## src/rtl/uart_alu_pkg.sv

```systemverilog
// Shared types and constants for the UART ALU command processor.
package uart_alu_pkg;

    typedef enum logic [7:0] {
        OP_ECHO = 8'h00,
        OP_ADD  = 8'h01,
        OP_MUL  = 8'h02,
        OP_XOR  = 8'h03,
        OP_MAX  = 8'h04
    } alu_op_e;

    typedef enum logic [2:0] {
        ST_IDLE,
        ST_COUNT,
        ST_OPERAND,
        ST_APPLY,
        ST_RESULT,
        ST_ERR
    } alu_state_e;

    localparam logic [7:0] ERR_BYTE_DEFAULT = 8'hEE;

    function automatic logic is_legal_op(input logic [7:0] code);
        return code <= OP_MAX;
    endfunction

endpackage

```

## src/rtl/uart_alu_mul.sv

```systemverilog
// Iterative shift-add W x W -> W multiplier; done pulses once when p is valid.
module uart_alu_mul #(
    parameter int unsigned W = 32
) (
    input  logic         clk,
    input  logic         rst,
    input  logic         start,
    input  logic [W-1:0] a,
    input  logic [W-1:0] b,
    output logic         done,
    output logic [W-1:0] p
);

    localparam int unsigned CW = $clog2(W + 1);

    logic [W-1:0]  prod_q;
    logic [W-1:0]  mcand_q;
    logic [W-1:0]  mplier_q;
    logic [CW-1:0] cnt_q;
    logic          done_q;

    // The first partial product is folded in on the start edge so done lands W-1 edges later.
    always_ff @(posedge clk or negedge rst) begin
        if (!rst) begin
            prod_q   <= '0;
            mcand_q  <= '0;
            mplier_q <= '0;
            cnt_q    <= '0;
            done_q   <= 1'b0;
        end else begin
            done_q <= 1'b0;
            if (start) begin
                prod_q   <= b[0] ? a : '0;
                mcand_q  <= a << 1;
                mplier_q <= b >> 1;
                cnt_q    <= CW'(W - 1);
            end else if (cnt_q != '0) begin
                prod_q   <= prod_q + (mplier_q[0] ? mcand_q : '0);
                mcand_q  <= mcand_q << 1;
                mplier_q <= mplier_q >> 1;
                cnt_q    <= cnt_q - 1'b1;
                if (cnt_q == CW'(1)) begin
                    done_q <= 1'b1;
                end
            end
        end
    end

    assign done = done_q;
    assign p    = prod_q;

endmodule

```

## src/rtl/uart_alu_core.sv

```systemverilog
// Packet parser between uart_rx and uart_tx: folds little-endian operands through an opcode
// and streams the accumulator back, echoes operands, or answers with a single error byte.
module uart_alu_core
    import uart_alu_pkg::*;
#(
    parameter int unsigned OPERAND_BYTES  = 4,
    parameter int unsigned TIMEOUT_CYCLES = 1_000_000,
    parameter logic [7:0]  ERR_BYTE       = ERR_BYTE_DEFAULT
) (
    input  logic       clk,
    input  logic       rst,
    input  logic [7:0] s_axis_tdata,
    input  logic       s_axis_tvalid,
    output logic       s_axis_tready,
    output logic [7:0] m_axis_tdata,
    output logic       m_axis_tvalid,
    input  logic       m_axis_tready,
    output logic       busy,
    output logic       err_o
);

    localparam int unsigned W  = 8 * OPERAND_BYTES;
    localparam int unsigned IW = (OPERAND_BYTES > 1) ? $clog2(OPERAND_BYTES) : 1;

    alu_state_e    state;
    alu_op_e       op_q;
    logic [7:0]    cnt_q;
    logic [IW-1:0] bidx_q;
    logic [IW-1:0] ridx_q;
    logic [W-1:0]  opnd_q;
    logic [W-1:0]  acc_q;
    logic [W-1:0]  res_q;
    logic [31:0]   tmo_q;
    logic          run_q;
    logic          mul_pend_q;
    logic [7:0]    m_tdata_q;
    logic          m_tvalid_q;
    logic          err_q;

    logic          accepts;
    logic          echo_op;
    logic          out_free;
    logic          s_fire;
    logic          last_byte;
    logic          last_ridx;
    logic          tmo_hit;
    logic [W+7:0]  opnd_ext;
    logic [W-1:0]  opnd_next;
    logic          mul_start;
    logic          mul_done;
    logic [W-1:0]  mul_p;
    logic [W-1:0]  apply_val;
    logic          apply_done;

    always_comb begin
        accepts   = (state == ST_IDLE) || (state == ST_COUNT) || (state == ST_OPERAND);
        echo_op   = (state == ST_OPERAND) && (op_q == OP_ECHO);
        out_free  = !m_tvalid_q || m_axis_tready;
        s_axis_tready = run_q && accepts && (!echo_op || out_free);
        s_fire    = s_axis_tvalid && s_axis_tready;
        last_byte = (bidx_q == IW'(OPERAND_BYTES - 1));
        last_ridx = (ridx_q == IW'(OPERAND_BYTES - 1));
        tmo_hit   = (TIMEOUT_CYCLES != 0) && (tmo_q == TIMEOUT_CYCLES - 1);
        opnd_ext  = {s_axis_tdata, opnd_q};
        opnd_next = opnd_ext[W+7:8];
        mul_start = (state == ST_APPLY) && (op_q == OP_MUL) && !mul_pend_q;
        apply_done = (op_q != OP_MUL) || mul_done;
        case (op_q)
            OP_ADD:  apply_val = acc_q + opnd_q;
            OP_MUL:  apply_val = mul_p;
            OP_XOR:  apply_val = acc_q ^ opnd_q;
            OP_MAX:  apply_val = (opnd_q > acc_q) ? opnd_q : acc_q;
            default: apply_val = acc_q;
        endcase
    end

    uart_alu_mul #(.W(W)) u_mul (
        .clk   (clk),
        .rst   (rst),
        .start (mul_start),
        .a     (acc_q),
        .b     (opnd_q),
        .done  (mul_done),
        .p     (mul_p)
    );

    always_ff @(posedge clk or negedge rst) begin
        if (!rst) begin
            state      <= ST_IDLE;
            op_q       <= OP_ECHO;
            cnt_q      <= '0;
            bidx_q     <= '0;
            ridx_q     <= '0;
            opnd_q     <= '0;
            acc_q      <= '0;
            res_q      <= '0;
            tmo_q      <= '0;
            run_q      <= 1'b0;
            mul_pend_q <= 1'b0;
            m_tdata_q  <= '0;
            m_tvalid_q <= 1'b0;
            err_q      <= 1'b0;
        end else begin
            run_q <= 1'b1;
            err_q <= 1'b0;
            if (m_tvalid_q && m_axis_tready) begin
                m_tvalid_q <= 1'b0;
            end
            if ((state == ST_COUNT) || (state == ST_OPERAND)) begin
                tmo_q <= s_fire ? '0 : tmo_q + 32'd1;
            end else begin
                tmo_q <= '0;
            end

            case (state)
                ST_IDLE: begin
                    if (s_fire) begin
                        if (is_legal_op(s_axis_tdata)) begin
                            op_q  <= alu_op_e'(s_axis_tdata);
                            state <= ST_COUNT;
                        end else begin
                            err_q <= 1'b1;
                            state <= ST_ERR;
                        end
                    end
                end
                ST_COUNT: begin
                    if (s_fire) begin
                        cnt_q  <= s_axis_tdata;
                        bidx_q <= '0;
                        acc_q  <= (op_q == OP_MUL) ? W'(1) : '0;
                        if (s_axis_tdata != 8'd0) begin
                            state <= ST_OPERAND;
                        end else if (op_q == OP_ECHO) begin
                            state <= ST_IDLE;
                        end else begin
                            err_q <= 1'b1;
                            state <= ST_ERR;
                        end
                    end else if (tmo_hit) begin
                        err_q <= 1'b1;
                        state <= ST_IDLE;
                    end
                end
                ST_OPERAND: begin
                    if (s_fire) begin
                        opnd_q <= opnd_next;
                        bidx_q <= last_byte ? '0 : bidx_q + 1'b1;
                        if (op_q == OP_ECHO) begin
                            m_tdata_q  <= s_axis_tdata;
                            m_tvalid_q <= 1'b1;
                            if (last_byte) begin
                                cnt_q <= cnt_q - 8'd1;
                                if (cnt_q == 8'd1) begin
                                    state <= ST_IDLE;
                                end
                            end
                        end else if (last_byte) begin
                            state <= ST_APPLY;
                        end
                    end else if (tmo_hit) begin
                        err_q <= 1'b1;
                        state <= ST_IDLE;
                    end
                end
                ST_APPLY: begin
                    if (mul_start) begin
                        mul_pend_q <= 1'b1;
                    end
                    if (apply_done) begin
                        mul_pend_q <= 1'b0;
                        acc_q      <= apply_val;
                        cnt_q      <= cnt_q - 8'd1;
                        if (cnt_q == 8'd1) begin
                            res_q  <= apply_val;
                            ridx_q <= '0;
                            state  <= ST_RESULT;
                        end else begin
                            state <= ST_OPERAND;
                        end
                    end
                end
                ST_RESULT: begin
                    // The last byte is only loaded here; its handshake completes from IDLE.
                    if (out_free) begin
                        m_tdata_q  <= res_q[7:0];
                        m_tvalid_q <= 1'b1;
                        res_q      <= res_q >> 8;
                        ridx_q     <= ridx_q + 1'b1;
                        if (last_ridx) begin
                            state <= ST_IDLE;
                        end
                    end
                end
                ST_ERR: begin
                    if (out_free) begin
                        m_tdata_q  <= ERR_BYTE;
                        m_tvalid_q <= 1'b1;
                        state      <= ST_IDLE;
                    end
                end
                default: state <= ST_IDLE;
            endcase
        end
    end

    assign m_axis_tdata  = m_tdata_q;
    assign m_axis_tvalid = m_tvalid_q;
    assign busy          = (state != ST_IDLE);
    assign err_o         = err_q;

endmodule

```

## config.mk

```make
export PLATFORM = sky130hd
export DESIGN_NAME = uart_alu_core
export DESIGN_NICKNAME = d
export VERILOG_FILES = /design/src/rtl/uart_alu_pkg.sv /design/src/rtl/uart_alu_mul.sv /design/src/rtl/uart_alu_core.sv
export SDC_FILE = /design/constraint.sdc
export NUM_CORES = 1
export LEC_CHECK = 0
export ABC_AREA = 1
export BUFFER_PORTS_ARGS = -buffer_cell sky130_fd_sc_hd__buf_2
export CAP_MARGIN = 15
export CORE_UTILIZATION = 40
export DETAILED_ROUTE_END_ITERATION = 8
export SYNTH_ARGS = -nofsm -noshare
export SYNTH_HDL_FRONTEND = slang
export SYNTH_SLANG_ARGS = --single-unit
```

## constraint.sdc

```tcl
create_clock -name clk -period 4.1 [get_ports clk]
set_input_delay 0.205 -clock clk [delete_from_list [all_inputs] [get_ports clk]]
set_output_delay 0.205 -clock clk [all_outputs]
set_load 0.02 [all_outputs]
```

==> metrics.yaml <==
relSlewSlack_pct: 32.0
wire_per_inst_um: 21.4
synthCells: 2611
synth_cell_type_count: 56
hold_viol_final: 0
die_area_mm2: 0.0468
synth_area_leaders: "dfrtp_1, nand2_1, inv_1"
internal_power_w: 0.00631
critPathKind: "reg2reg"
status: "complete, no violations"
p_comb_share_pct: 42.8
p_sw_w: 0.00531
insertion_delay_ns: 0.53
via_per_inst: 5.59
ir_drop_mv: 0.385
placed_area_mm2: 0.0192
n_antenna_cell: 0
synth_top_area_share_pct: 36.0
p_leak_nw: 10.3
finalCritPeriodShare_pct: 87.6
cts_tree: "done"
gp_congestion: 1.02
power.density_mw_per_mm2: 570
min_period_ns: 3.59
worstPathMaxFanout: 41
layout_common_cells: "nand2_1, inv_1, dfrtp_1"
clk_path_buf_depth: 3
cp-start-kind: "register"
path_clk_slew_ns: 0.06
drtIter0Drc: 1937
std_cell_rows: 78
avgSynthCellArea_um2: 7.03
max_cap_violations: 0
hold_class: "in2reg"
grt_pass1_vias: 17703
cp.arrival_ns: 4.06
crit_required_ns: 4.57
dr_total_vias: 18221
seq_power_share_pct: 30.5
drive_above_1_share_pct: 6.61
initial_core_util_pct: 40.5
synth_warnings: 0
synth_area_mm2: 0.0184
coreArea_mm2: 0.0453
ys_async_sr_fraction_pct: 100
grt_overflow_total: 0
htree_levels: 2
ys_ff_latch: 264
clock_power_share_pct: 26.6
slew_viol_final: 0
io_pins: 24
synth_edf_count: 0
clock-sinks: 264
ctsRootBufferMaster: "clkbuf_16"
switching_share_pct: 45.7
dieHeight_um: 216
cts_buffers: 34
ys_seq_area_share_pct: 36.0
die_w_um: 216
timing.fmax_ghz: 0.278
nets: 2750
yosysTopAreaCell: "dfrtp_1"
syn-num-nets: 2725
area_delta_synth_final_pct: 11.0
setup_viol: 0
cp-end-kind: "register"
final_common_cell: "nand2_1"
synth_ff_type: "dfrtp_1"
grt_usage_pct: 29.8
design_area_mm2: 0.0204
fin_skew_ns: 0.0177
firstDrtPassIters: 5
ant_nets: 0
dpl.hpwl_mm: 52.3
rsz0062_at_grt: "no"
antenna_found_initial: 0
grt_pass1_wl_mm: 106
whs_ns: 0.0121
tightest_slew_ns: 1.02
fin_setup_tns_ns: 0
numPortBuffers: 23
drc: 0
cts_setup_buffers: 0
detail_route.wirelength_mm: 69.7
grt_max_degree: 109
synth_stat cells, drive strengths merged (13+ instances only):
cell type	count
nand2	733
inv	421
dfrtp	264
nand3	208
nor2	194
o21ai	173
ha	100
a21oi	96
o221ai	50
buf	41
nor3	41
o211ai	41
clkbuf	40
o22ai	40
nand4	30
o21bai	23
xor2	20
a31oi	13
nor4	13
xnor2	13
repair_timing:
action / in CTS / in global routing
hold buffers: 6 / 0
gates resized for setup: 0 / 0
endpoints found under the hold margin: 110 / 0
layout make-up:
class | instances | area, um2
well taps | 600 | 751
multi-input cells | 1840 | 9760
flip-flops and latches | 264 | 6610
fillers | 4736 | 24900
clock buffers | 46 | 947
inverters | 426 | 1600
clock inverters | 15 | 189
repair buffers | 70 | 531
metrics by stage:
stage          worst slack [ns]  total power (W)  util, %  cells
3_3_place_gp              0.628          0.00840     42.4   3194
3_5_place_dp              0.574          0.00845     42.4   3194
4_1_cts                   0.546           0.0116     45.0   3261
2_1_floorplan              1.23          0.00680        -   2611
5_1_grt                   0.233           0.0123     45.0   3261
6_report                  0.508           0.0116     45.0   3261
critical path: stages, from the launching register on:
cell and delay, ns:
dfrtp_1 0.48, inv_1 0.16, ha_1 0.40, inv_1 0.13
nor3_1 0.44, nor3b_2 0.36, nand4_2 0.28, nand2_2 0.17
buf_4 0.47, o21ai_0 0.12, o21ai_0 0.23, nand3_1 0.16
nand2_1 0.09
routing by layer:
layer / GRT usage (%) / up-vias / wire length (um)
met5: 0 / - / 0
met4: 13.9 / 0 / 3520
met3: 3.51 / 169 / 4260
met2: 48.8 / 697 / 32300
li1: - / 8592 / -
met1: 39.2 / 8763 / 29600
logic make-up (layout without fill, tap and decap cells):
group | Yosys count | in the layout | synth area share [%]
compound gates | 469 | 469 | 15.8
xor+xnor | 33 | 33 | 1.57
fa+ha+maj | 102 | 102 | 7.03
buf+inv | 507 | 557 | 11.0
flops | 264 | 264 | 36.0
other cells | 1 | 1 | 0.0204
simple gates | 1235 | 1235 | 28.5
path summary, 6_finish.rpt:
path,start,cells past startpoint,endpoint,slack (ns)
worst max-delay path,acc_q[21],12,res_q[11],0.51
worst min-delay path,s_axis_tdata[2],3,op_q[2],0.01
worst max register to register,acc_q[21],12,res_q[11],0.51
worst min register to register,tmo_q[0],1,tmo_q[0],0.47
max in group asynchronous,rst,3,tmo_q[11],2.77
min in group asynchronous,rst,2,tmo_q[4],0.24
sequential cells by signal (all words and copies together) (netlist names), 31 cells and up:
register / cells
res_q: 32
opnd_q: 32
u_mul.mcand_q: 31
u_mul.p: 32
acc_q: 32
u_mul.mplier_q: 31
tmo_q: 32
power groups by stage:
stage / logic [W] / clock network, W / registers, W
CTS: 0.00491 / 0.00314 / 0.00353
global placement: 0.00484 / 0 / 0.00356
global route: 0.00548 / 0.00324 / 0.00359
floorplan: 0.00335 / 0 / 0.00346
detailed placement: 0.00488 / 0 / 0.00357
finish: 0.00498 / 0.00310 / 0.00355
Power figures use the tool's default switching activity.
